==> config.mk <==
export PLATFORM = sky130hd
export DESIGN_NAME = frame_fill
export DESIGN_NICKNAME = d
export VERILOG_FILES = /design/src/rtl/vga_pkg.sv /design/src/rtl/frame_fill.sv
export SDC_FILE = /design/constraint.sdc
export NUM_CORES = 1
export LEC_CHECK = 0
export BUFFER_PORTS_ARGS = -buffer_cell sky130_fd_sc_hd__buf_2
export CAP_MARGIN = 20
export CORE_ASPECT_RATIO = 2
export CORE_MARGIN = 2
export CORE_UTILIZATION = 55
export CTS_CLUSTER_DIAMETER = 80
export CTS_CLUSTER_SIZE = 40
export DETAILED_ROUTE_END_ITERATION = 7
export GPL_ROUTABILITY_DRIVEN = 0
export PLACE_DENSITY = 0.75
export SLEW_MARGIN = 10
export SYNTH_ARGS = -nofsm -noshare
export SYNTH_HDL_FRONTEND = slang
export SYNTH_SLANG_ARGS = --single-unit
export TNS_END_PERCENT = 20
==> constraint.sdc <==
create_clock -name clk -period 6.6 [get_ports clk]
set_input_delay 0.66 -clock clk [delete_from_list [all_inputs] [get_ports clk]]
set_output_delay 0.66 -clock clk [all_outputs]
set_load 0.01 [all_outputs]
==> src/rtl/vga_pkg.sv <==
// Shared frame-buffer geometry, register map and fill-engine state encoding
// for the VGA scan-out and fill blocks.
package vga_pkg;

    localparam logic [31:0] FRAME_SIZE    = 32'h0009_6000;
    localparam int unsigned ROW_BYTES     = 1280;
    localparam int unsigned WORDS_PER_ROW = 320;
    localparam int unsigned ROWS          = 480;
    localparam int unsigned MAX_BURST     = 8;

    localparam int unsigned DATA_W   = 32;
    localparam int unsigned REG_AW   = 3;
    localparam int unsigned BCOUNT_W = 5;
    localparam int unsigned X_W      = 9;
    localparam int unsigned Y_W      = 10;
    localparam int unsigned BEAT_W   = 4;

    typedef enum logic [REG_AW-1:0] {
        REG_BASE  = 3'd0,
        REG_SEL   = 3'd1,
        REG_XR    = 3'd2,
        REG_YR    = 3'd3,
        REG_COLOR = 3'd4,
        REG_CTRL  = 3'd5
    } reg_idx_e;

    typedef enum logic [2:0] {
        S_IDLE  = 3'd0,
        S_ROW   = 3'd1,
        S_ADDR  = 3'd2,
        S_BURST = 3'd3,
        S_NEXT  = 3'd4,
        S_EMPTY = 3'd5
    } fill_state_e;

endpackage

==> src/rtl/frame_fill.sv <==
// Avalon-MM fill engine: writes a solid colour into a rectangle of the
// selected back buffer using row-wise bursts of up to MAX_BURST words.
module frame_fill
    import vga_pkg::*;
(
    input  logic                clk,
    input  logic                reset_n,
    input  logic [REG_AW-1:0]   avalon_slave_address,
    input  logic                avalon_slave_read,
    output logic [DATA_W-1:0]   avalon_slave_readdata,
    input  logic                avalon_slave_write,
    input  logic [DATA_W-1:0]   avalon_slave_writedata,
    output logic [DATA_W-1:0]   avalon_master_address,
    output logic [BCOUNT_W-1:0] avalon_master_burstcount,
    output logic                avalon_master_write,
    output logic [DATA_W-1:0]   avalon_master_writedata,
    output logic [3:0]          avalon_master_byteenable,
    input  logic                avalon_master_waitrequest
);

    logic [DATA_W-1:0] reg_base;
    logic [DATA_W-1:0] reg_sel;
    logic [DATA_W-1:0] reg_xr;
    logic [DATA_W-1:0] reg_yr;
    logic [DATA_W-1:0] reg_color;

    logic busy;
    logic done;

    fill_state_e       state;
    logic [DATA_W-1:0] w_base;
    logic              w_sel;
    logic [X_W-1:0]    w_x0;
    logic [X_W-1:0]    w_x1;
    logic [Y_W-1:0]    w_y1;
    logic [X_W-1:0]    x_cnt;
    logic [Y_W-1:0]    y_cnt;
    logic [BEAT_W-1:0] beats_left;

    logic              wr_c;
    logic              start_c;
    logic [X_W-1:0]    x0_c;
    logic [X_W-1:0]    x1_c;
    logic [Y_W-1:0]    y0_c;
    logic [Y_W-1:0]    y1_c;
    logic              degenerate_c;
    logic [X_W-1:0]    x_rem_c;
    logic [BEAT_W-1:0] burst_len_c;
    logic [DATA_W-1:0] frame_off_c;
    logic [DATA_W-1:0] row_off_c;
    logic [DATA_W-1:0] col_off_c;
    logic [X_W-1:0]    x_next_c;
    logic [Y_W-1:0]    y_next_c;

    assign avalon_master_byteenable = 4'hF;

    // A concurrent read wins, so the write strobe is dropped entirely.
    assign wr_c    = avalon_slave_write && !avalon_slave_read;
    assign start_c = wr_c && (avalon_slave_address == REG_CTRL) && avalon_slave_writedata[0];

    // Rectangle clamped to the frame as seen at START time.
    always_comb begin
        x0_c = reg_xr[X_W-1:0];
        x1_c = reg_xr[16 +: X_W];
        y0_c = reg_yr[Y_W-1:0];
        y1_c = reg_yr[16 +: Y_W];
        if (x1_c > X_W'(WORDS_PER_ROW)) x1_c = X_W'(WORDS_PER_ROW);
        if (y1_c > Y_W'(ROWS))          y1_c = Y_W'(ROWS);
        degenerate_c = (x1_c <= x0_c) || (y1_c <= y0_c);
    end

    // Burst geometry for the current (x, y); y*1280 built from two shifts.
    always_comb begin
        x_rem_c     = w_x1 - x_cnt;
        burst_len_c = (x_rem_c >= X_W'(MAX_BURST)) ? BEAT_W'(MAX_BURST) : x_rem_c[BEAT_W-1:0];
        frame_off_c = w_sel ? FRAME_SIZE : '0;
        row_off_c   = (DATA_W'(y_cnt) << 10) + (DATA_W'(y_cnt) << 8);
        col_off_c   = DATA_W'(x_cnt) << 2;
        x_next_c    = x_cnt + X_W'(1);
        y_next_c    = y_cnt + Y_W'(1);
    end

    // Slave register file and registered read port.
    always_ff @(posedge clk) begin
        if (!reset_n) begin
            reg_base              <= '0;
            reg_sel               <= '0;
            reg_xr                <= '0;
            reg_yr                <= '0;
            reg_color             <= '0;
            avalon_slave_readdata <= '0;
        end else begin
            if (wr_c) begin
                case (avalon_slave_address)
                    REG_BASE:  reg_base  <= avalon_slave_writedata;
                    REG_SEL:   reg_sel   <= avalon_slave_writedata;
                    REG_XR:    reg_xr    <= avalon_slave_writedata;
                    REG_YR:    reg_yr    <= avalon_slave_writedata;
                    REG_COLOR: reg_color <= avalon_slave_writedata;
                    default:   ;
                endcase
            end
            avalon_slave_readdata <= '0;
            if (avalon_slave_read) begin
                case (avalon_slave_address)
                    REG_BASE:  avalon_slave_readdata <= reg_base;
                    REG_SEL:   avalon_slave_readdata <= reg_sel;
                    REG_XR:    avalon_slave_readdata <= reg_xr;
                    REG_YR:    avalon_slave_readdata <= reg_yr;
                    REG_COLOR: avalon_slave_readdata <= reg_color;
                    REG_CTRL:  avalon_slave_readdata <= {30'b0, done, busy};
                    default:   avalon_slave_readdata <= '0;
                endcase
            end
        end
    end

    // Fill sequencer: working copies are frozen at START so later register
    // writes cannot disturb an operation in flight.
    always_ff @(posedge clk) begin
        if (!reset_n) begin
            state                    <= S_IDLE;
            busy                     <= 1'b0;
            done                     <= 1'b0;
            w_base                   <= '0;
            w_sel                    <= 1'b0;
            w_x0                     <= '0;
            w_x1                     <= '0;
            w_y1                     <= '0;
            x_cnt                    <= '0;
            y_cnt                    <= '0;
            beats_left               <= '0;
            avalon_master_address    <= '0;
            avalon_master_burstcount <= '0;
            avalon_master_write      <= 1'b0;
            avalon_master_writedata  <= '0;
        end else begin
            case (state)
                S_IDLE: begin
                    if (start_c) begin
                        w_base                  <= reg_base;
                        w_sel                   <= reg_sel[0];
                        w_x0                    <= x0_c;
                        w_x1                    <= x1_c;
                        w_y1                    <= y1_c;
                        y_cnt                   <= y0_c;
                        avalon_master_writedata <= {reg_color[15:0], reg_color[15:0]};
                        busy                    <= 1'b1;
                        done                    <= 1'b0;
                        state                   <= degenerate_c ? S_EMPTY : S_ROW;
                    end
                end
                S_EMPTY: begin
                    busy  <= 1'b0;
                    done  <= 1'b1;
                    state <= S_IDLE;
                end
                S_ROW: begin
                    x_cnt <= w_x0;
                    state <= S_ADDR;
                end
                S_ADDR: begin
                    avalon_master_address    <= w_base + frame_off_c + row_off_c + col_off_c;
                    avalon_master_burstcount <= BCOUNT_W'(burst_len_c);
                    beats_left               <= burst_len_c;
                    avalon_master_write      <= 1'b1;
                    state                    <= S_BURST;
                end
                S_BURST: begin
                    if (!avalon_master_waitrequest) begin
                        x_cnt      <= x_next_c;
                        beats_left <= beats_left - BEAT_W'(1);
                        if (beats_left == BEAT_W'(1)) begin
                            avalon_master_write <= 1'b0;
                            state               <= (x_next_c < w_x1) ? S_ADDR : S_NEXT;
                        end
                    end
                end
                S_NEXT: begin
                    y_cnt <= y_next_c;
                    if (y_next_c < w_y1) begin
                        state <= S_ROW;
                    end else begin
                        busy  <= 1'b0;
                        done  <= 1'b1;
                        state <= S_IDLE;
                    end
                end
                default: state <= S_IDLE;
            endcase
        end
    end

endmodule

==> flow_summary.toml, run 1 <==
[status]
status = "finished clean"

[die]
fp.dieArea_um2 = 30700
coreArea_um2 = 28800
start_util = 0.557
std_cell_rows = 88
io-pin-count = 146
die_w_um = 125
die_y_um = 246

[clock_tree]
cts.repair.resized = 0
clkSlewWorstSetupHoldPaths_ns = 0.14
post_cts_buffers = 0
cts_tree = "yes"
ctsLongestPathBuffers = 3
clk_latency_ns = 0.54
clock-root-buffer = "clkbuf_16"
numCtsBuffers = 12
ctsHoldBuffers = 0
numClockSinks = 334
cts_max_level = 1

[power]
leakage_nw = 6.60
peakVddDrop_mv = 0.256
powerDensity_nw_per_um2 = 200

[timing]
fin_crit_sh = 0.608
tightest_slew_ns = 1.12
setup_violations = 0
fin_crit_ns = 4.02
slew_violations = 0
finClkSkew_ns = 0.0340
worst_slew_margin_rel = 0.249
tns_ns = 0
hold_violations = 0
hold_slack_ns = 0.390
grt_setup_unrepaired = "false"
fmax_ghz = 0.249

[setup_path]
cp_data_required_time_ns = 7.00
worst_ep_arrival_time_ns = 4.42
critical_path.max_stage_delay_ns = 0.66
path_cells = "inv_1, fa_1, fa_1, inv_1, ha_1, a21oi_1, o21a_1, or4b_2, a31oi_1, nor3b_1, xnor2_1, a21oi_1"
crit_type = "reg2reg"
crit_slowest_cell = "or4b_2"
crit_fanout = 6
critPathLaunchType = "flip-flop"
critPathCaptureType = "flip-flop"

[grt]
grt_max_degree = 188
antenna_found_initial = 0
grt_pass1_vias = 14200
grt_overflow = 0
grtUsageTotal = 0.294
grt_pass1_wl_mm = 73.6

[yosys]
synth_edf_count = 0
synth_warnings = 0
synthCells = 2051
synth.top_cells.by_count = "nand2_1, dfxtp_1, a21oi_1"
yosys_register_bits = 334
synth-main-ff-cell = "dfxtp_1"
ys_async_sr_fraction = 0
yosysSeqAreaShare = 0.416
syn_avg_cell_area_um2 = 7.83
synth_area_um2 = 16100
yosysUniqueCellTypes = 65
netlist.area_leader.share = 0.416
yosys.area.top_type = "dfxtp_1"
yosys.cell_count.top_type = "nand2_1"
netlist_top_cells_area = "dfxtp_1, nand2_1, a21oi_1, ha_1, nor2_1"

[detailed_routing]
vias_per_cell = 5.92
drc_errors = 0
ant_nets = 0
wl_per_cell_um = 19.0
drtIter0Drc = 1024
wl_met3_mm = 2.54
wl_met2_mm = 23.9
dr_total_vias = 14500
routed.top_layer = "met4"
wl_met1_mm = 16.6
routed_wl_mm = 46.5
first_pass_iters = 8

[placement]
postPlaceCellArea_um2 = 16900
hpwl_mm = 33.9
port_buffers = 140
dpl.cell_count = 2436

[cells_and_area]
drive_above_1_share = 0.0980
final_net_count = 2235
final_area_um2 = 17200
num_antenna_cells = 0
finalNonFillerCells = 2451
syn_to_final_growth_pct = 7.19
final_util = 0.597

[min_path]
min_path_type = "in2reg"

[job]
maxCapViolCount = 0
kinds of logic after synthesis:
kind of cell | Yosys count | synth area share
AOI/OAI and AO/OA | 508 | 0.182
xor gates and xnor gates | 38 | 0.0212
adders and majority gates | 105 | 0.0897
buffers and inverters | 219 | 0.0566
DFF | 334 | 0.416
muxes | 37 | 0.0247
other | 2 | 0.000468
and+or+nand+nor | 808 | 0.209
final cells by class:
| type | count | area, um^2 |
|---|---|---|
| multi-input cells | 1502 | 8510 |
| clock buffers | 13 | 325 |
| well taps | 360 | 450 |
| inverters | 75 | 289 |
| flip-flops and latches | 334 | 6690 |
| fillers | 2676 | 11600 |
| clock inverters | 2 | 32.5 |
| repair buffers | 165 | 928 |
layer usage:
layer,track usage,vias up
met4,0.203,0
met5,0,-
met3,0.0309,163
met1,0.314,6842
met2,0.539,540
li1,-,6970
sequential cells by signal, indices dropped and copies added, names as in the netlist, 3 cells and up:
register	cells
avalon_master_address	32
avalon_slave_readdata	32
reg_base	32
reg_color	32
reg_sel	32
reg_xr	32
reg_yr	32
w_base	32
avalon_master_writedata	16
w_y1	10
y_cnt	10
w_x0	9
w_x1	9
x_cnt	9
avalon_master_burstcount	4
beats_left	4
state	3
per-stage QoR:
stage	setup slack [ns]	total power, mW
detailed placement	2.60	2.47
floorplan	3.08	2.34
CTS	2.55	3.45
global placement	2.72	2.46
global route	2.31	3.54
finish	2.58	3.44
layout by cell type, fill, tap and decap left out, drive strengths merged, types with 29 or more instances in the layout:
cell type  count
nor2         120
nand2        556
mux2i         34
ha            88
inv           76
xnor2         29
a21oi        333
o21ai         65
dfxtp        334
buf          165
critical path: cells and delay by family (launching register included):
kind	cells	cell delay (ns)
compound gates	4	0.98
xor+xnor	1	0.16
fa+ha+maj	3	1.37
buf+inv	2	0.16
flops	1	0.43
simple gates	2	0.79
report_power, final:
part | leakage (nW) | internal (mW) | total (mW) | switching, mW
combinational | 3.73 | 0.112 | 0.349 | 0.236
sequential | 2.69 | 2.05 | 2.08 | 0.0347
clock | 0.174 | 0.371 | 1.01 | 0.641
worst paths after layout:
kind	startpoint	to	slack (ns)	depth (start not counted)
min reg2reg	avalon_master_burstcount[2]	avalon_master_burstcount[2]	0.46	2
max reg2reg	y_cnt[4]	avalon_master_address[25]	2.58	12
max	y_cnt[4]	avalon_master_address[25]	2.58	12
min	avalon_slave_writedata[17]	reg_xr[17]	0.39	3
(Power assumes the default switching activity.)
==> inputs of run 2 (changes only) <==
--- a/config.mk
+++ b/config.mk
@@ -9,12 +9,12 @@
 export CAP_MARGIN = 20
 export CORE_ASPECT_RATIO = 2
 export CORE_MARGIN = 2
-export CORE_UTILIZATION = 55
+export CORE_UTILIZATION = 54
 export CTS_CLUSTER_DIAMETER = 80
 export CTS_CLUSTER_SIZE = 40
 export DETAILED_ROUTE_END_ITERATION = 7
 export GPL_ROUTABILITY_DRIVEN = 0
-export PLACE_DENSITY = 0.75
+export PLACE_DENSITY = 0.76
 export SLEW_MARGIN = 10
 export SYNTH_ARGS = -nofsm -noshare
 export SYNTH_HDL_FRONTEND = slang
==> constraint.sdc (replaced) <==
create_clock -name clk -period 3.5 [get_ports clk]
set_input_delay 0.35 -clock clk [delete_from_list [all_inputs] [get_ports clk]]
set_output_delay 0.35 -clock clk [all_outputs]
set_load 0.01 [all_outputs]
==> run 2 against run 1 <==
Against the previous run: clock power rose by 96%; wire length grew 2.3%; hold slack got worse by 0.31 ns; sequential power grew 88%; combinational power up 95%; final cell count grew 2.0%; register-to-register slack got worse by 2.5 ns; power grew 91%; largest power group unchanged; first-iteration DRC count rose by 24%; cell area rose by 2.6%; highest routed layer unchanged; die area increased by 1.8%.
==> flow_summary.toml, run 2 (synthesis gave the netlist of run 1 again) <==
[status]
status = "finished clean"

[grt]
antenna_found_initial = 3
grtUsageTotal = 0.295
grt_max_degree = 161
grt_overflow = 0
grt_pass1_wl_mm = 74.3
grt_pass1_vias = 14500

[timing]
worst_slew_margin_rel = 0.343
slew_violations = 0
tightest_slew_ns = 0.985
fin_ws_ns = 0.134
finClkSkew_ns = 0.0328
fin_crit_ns = 3.37
grt_setup_unrepaired = "false"
hold_slack_ns = 0.0827
hold_violations = 0
fin_crit_sh = 0.962
setup_violations = 0
fmax_ghz = 0.297

[min_path]
hold_start = "avalon_slave_writedata[31]"
min_path_type = "in2reg"

[cells_and_area]
final_cell_mix = "nand2_1, dfxtp_1, a21oi_1, buf_2, nor2_1"
final_net_count = 2277
final_common_cell = "nand2_1"
nFillCells = 2732
final_util = 0.601
drive_above_1_share = 0.121
syn_to_final_growth_pct = 9.92

[setup_path]
crit_fanout = 5
worstReg2RegStart = "y_cnt[6]"
critPathCaptureType = "flip-flop"
crit_slowest_cell = "fa_1"
crit_start = "y_cnt[6]"
cp_common_cell = "a21oi_1"
crit_type = "reg2reg"
cp_data_required_time_ns = 3.93
path_cells = "inv_1, fa_1, inv_1, fa_1, ha_4, a21oi_1, o21a_1, o221ai_2, a21oi_1, buf_4, nor3b_1, xnor2_1, a21oi_1"
critical_path.max_stage_delay_ns = 0.51
worst_ep_arrival_time_ns = 3.80
critPathLaunchType = "flip-flop"
timing.reg2reg.setup_slack_ns = 0.13

[clock_tree]
clkSlewWorstSetupHoldPaths_ns = 0.14
ctsHoldBuffers = 0
numClockSinks = 334
clk_latency_ns = 0.53
cts_max_level = 1
ctsLongestPathBuffers = 3
numCtsBuffers = 12
cts_tree = "yes"
clock-root-buffer = "clkbuf_16"

[die]
fp.dieArea_um2 = 31200
die_y_um = 248
start_util = 0.546
std_cell_rows = 89
coreArea_um2 = 29400
io-pin-count = 146
die_w_um = 126

[detailed_routing]
drtIter0Drc = 1269
ant_nets = 0
first_pass_iters = 8
dr_total_vias = 14800
wl_per_cell_um = 19.0
vias_per_cell = 5.93
routed_wl_mm = 47.6
drc_errors = 0

[placement]
port_buffers = 140
preCtsSetupSlack_ns = -0.140
hpwl_mm = 34.9

[power]
powerDensity_nw_per_um2 = 373
power_mw = 6.58
peakVddDrop_mv = 0.460
leakage_nw = 6.82

[job]
maxCapViolCount = 0
-- run 2: changes by cell type in the layout (fill, tap and decap cells not counted), sizes merged --
| cell | change |
|---|---|
| buf | +42 |
| bufinv | +1 |
| clkbuf | +1 |
| clkinv | -1 |
| diode | +3 |
-- run 2: layout make-up --
class	count	area [um^2]	share of cell area
Antenna cell	3	7.51	0.000425
Clock buffer	14	339	0.0192
Clock inverter	2	50.0	0.00283
Inverter	75	289	0.0164
Multi-Input combinational cell	1502	8570	0.485
Sequential cell	334	6690	0.379
Tap cell	364	455	0.0258
Timing Repair Buffer	207	1250	0.0710
-- run 2: worst paths after layout --
| check | end | cells past startpoint |
|---|---|---|
| worst max-delay path | avalon_master_address[30] | 13 |
| worst min-delay path | reg_base[31] | 3 |
| worst max register to register | avalon_master_address[30] | 13 |
| worst min register to register | avalon_master_address[11] | 2 |
-- run 2: repair_timing --
action,4_1_cts,5_1_grt
endpoints found under the setup margin,5,7
pin swaps,1,5
resized for setup,4,7
buffers inserted,0,1
-- run 2: through the flow --
step                cell area (um^2)  std cells  TNS, ns
floorplan                      16100       2055        0
global placement               17200       2481  -0.0151
detailed placement             17200       2481   -0.593
CTS                            17600       2497        0
global route                   17700       2501        0
finish                         17700       2501        0
-- run 2: routing by layer --
layer	global-route usage	wire length, um	vias to the layer above
li1	-	-	7059
met1	0.311	17000	6991
met2	0.522	23700	595
met3	0.0384	2690	188
met4	0.239	4140	0
met5	0	0	-
-- run 2: worst max-delay path, delay by kind of cell (launching register included) --
kind / cells / cell delay [ns]
AOI/OAI and AO/OA: 5 / 0.75
and+or+nand+nor: 1 / 0.25
buffers and inverters: 3 / 0.36
xor gates and xnor gates: 1 / 0.16
DFF: 1 / 0.42
adders and majority gates: 3 / 1.33
-- run 2: report_power, final --
part           internal, mW  switching [mW]  total [mW]
registers              3.86          0.0605        3.92
logic                 0.231           0.448       0.679
clock network         0.792            1.19        1.98
==> inputs of run 3 (changes only) <==
==> constraint.sdc (replaced) <==
create_clock -name clk -period 3.5 [get_ports clk]
set_input_delay 0.7 -clock clk [delete_from_list [all_inputs] [get_ports clk]]
set_output_delay 0.7 -clock clk [all_outputs]
set_load 0.01 [all_outputs]
==> run 3 against run 2 <==
Against the previous run: sequential share of layout area hardly changed; wire length is 0.65% higher; die area stayed put; first-iteration DRC count is 11% higher; fmax is 2.2% higher; cell area hardly changed; final cell count is 0.16% lower; hold slack better by 0.33 ns; flip-flop and latch count stayed put; largest cell class unchanged; largest power group unchanged; highest routed layer unchanged.
==> flow_summary.toml, run 3 (synthesis gave the netlist of run 1 again) <==
[die]
io-pin-count = 146
std_cell_rows = 89
coreArea_um2 = 29400
die_w_um = 126
fp.dieArea_um2 = 31200
start_util = 0.546
die_y_um = 248

[power]
peakVddDrop_mv = 0.472
leakage_nw = 6.82
power_mw = 6.60
powerDensity_nw_per_um2 = 374

[detailed_routing]
routed_wl_mm = 47.9
drtIter0Drc = 1410
drc_errors = 0
first_pass_iters = 8
dr_total_vias = 14700
wl_per_cell_um = 19.2
ant_nets = 0
vias_per_cell = 5.88

[cells_and_area]
syn_to_final_growth_pct = 9.95
nFillCells = 2718
final_util = 0.601
multi_input_area_um2 = 8570
drive_above_1_share = 0.119
final_cell_mix = "nand2_1, dfxtp_1, a21oi_1, buf_2, nor2_1"
regArea_um2 = 6690
final_common_cell = "nand2_1"
final_net_count = 2274

[timing]
grt_setup_unrepaired = "false"
fmax_ghz = 0.304
hold_slack_ns = 0.412
hold_violations = 0
worst_slew_margin_rel = 0.457
tightest_slew_ns = 0.815
fin_crit_ns = 3.29
fin_crit_sh = 0.941
slew_violations = 0
finClkSkew_ns = 0.0634
fin_ws_ns = 0.207
setup_violations = 0

[grt]
grt_max_degree = 98
grt_overflow = 0
grt_pass1_wl_mm = 74.9
grt_pass1_vias = 14100
grtUsageTotal = 0.298
antenna_found_initial = 1

[min_path]
min_path_type = "in2reg"

[setup_path]
crit_start = "w_sel"
crit_fanout = 5
cp_data_required_time_ns = 3.94
worst_ep_arrival_time_ns = 3.74
worstReg2RegStart = "w_sel"
rr_worst_depth = 14
timing.reg2reg.setup_slack_ns = 0.21
critPathLaunchType = "flip-flop"
crit_type = "reg2reg"
critPathCaptureType = "flip-flop"
cp-endpoint = "avalon_master_address[30]"
timing.rr.end = "avalon_master_address[30]"

[clock_tree]
clk_latency_ns = 0.55
clock-root-buffer = "clkbuf_16"
clkSlewWorstSetupHoldPaths_ns = 0.15
cts_max_level = 1
numCtsBuffers = 13
post_cts_buffers = 0
ctsLongestPathBuffers = 3
cts_tree = "yes"
numClockSinks = 334

[placement]
port_buffers = 140
preCtsSetupSlack_ns = -0.118
hpwl_mm = 34.4

[job]
maxCapViolCount = 0

[status]
status = "finished clean"
[run 3: cell count changes in the layout (fill, tap and decap cells not counted), sizes merged]
cell	delta
bufinv	-1
diode	-2
inv	+2
clkbuf	-1
buf	-4
clkinv	+2
[run 3: timing repair]
| item | 4_1_cts | 5_1_grt |
|---|---|---|
| pin swaps | 1 | 1 |
| hold endpoints to repair | 0 | 0 |
| hold buffers | 0 | 0 |
| gates resized for setup | 4 | 4 |
| setup endpoints to repair | 5 | 8 |
[run 3: final cells by class]
type / count / area share
antenna: 1 / 0.000142
inverter: 75 / 0.0164
clock buffer: 13 / 0.0184
clock inverter: 5 / 0.00432
timing repair buffer: 203 / 0.0711
multi-input combinational: 1502 / 0.485
sequential: 334 / 0.379
tap: 364 / 0.0258
[run 3: where the power goes]
group | switching [mW] | leakage (nW) | total (mW) | internal, mW
clock network | 1.27 | 0.195 | 2.00 | 0.731
registers | 0.0615 | 2.69 | 3.92 | 3.86
logic | 0.448 | 3.93 | 0.674 | 0.225
total | 1.78 | 6.82 | 6.60 | 4.82
[run 3: worst min path at each step]
stage / cells after the start / end / start
after global placement: 2 / avalon_master_address[13] / avalon_master_address[13]
after detailed placement: 2 / avalon_master_address[10] / avalon_master_address[10]
final: 3 / reg_xr[19] / avalon_slave_writedata[19]
after CTS: 3 / reg_xr[19] / avalon_slave_writedata[19]
after floorplan: 2 / w_y1[9] / w_y1[9]
after global routing: 3 / reg_yr[18] / avalon_slave_writedata[18]
[run 3: per-stage QoR]
step | instance area [um^2] | TNS (ns) | instances
floorplan | 16100 | 0 | 2055
finish | 17700 | 0 | 2497
detailed placement | 17200 | -0.543 | 2477
global placement | 17200 | -0.00948 | 2477
global route | 17700 | 0 | 2497
CTS | 17600 | 0 | 2495
[run 3: critical path: stages, from the launching register on]
cell,delay [ns]
dfxtp_1,0.35
inv_1,0.09
buf_4,0.15
fa_1,0.49
inv_1,0.05
fa_1,0.50
ha_4,0.32
a21oi_1,0.10
o21a_1,0.24
o221ai_2,0.24
a21oi_1,0.07
buf_4,0.17
nor3b_2,0.20
xnor2_1,0.14
a21oi_1,0.08
[run 3: layer usage]
| layer | GRT usage | share of wire | up-vias |
|---|---|---|---|
| li1 | - | - | 7042 |
| met1 | 0.329 | 0.37 | 6883 |
| met2 | 0.523 | 0.50 | 567 |
| met3 | 0.0336 | 0.055 | 181 |
| met4 | 0.222 | 0.084 | 0 |
| met5 | 0 | 0 | - |
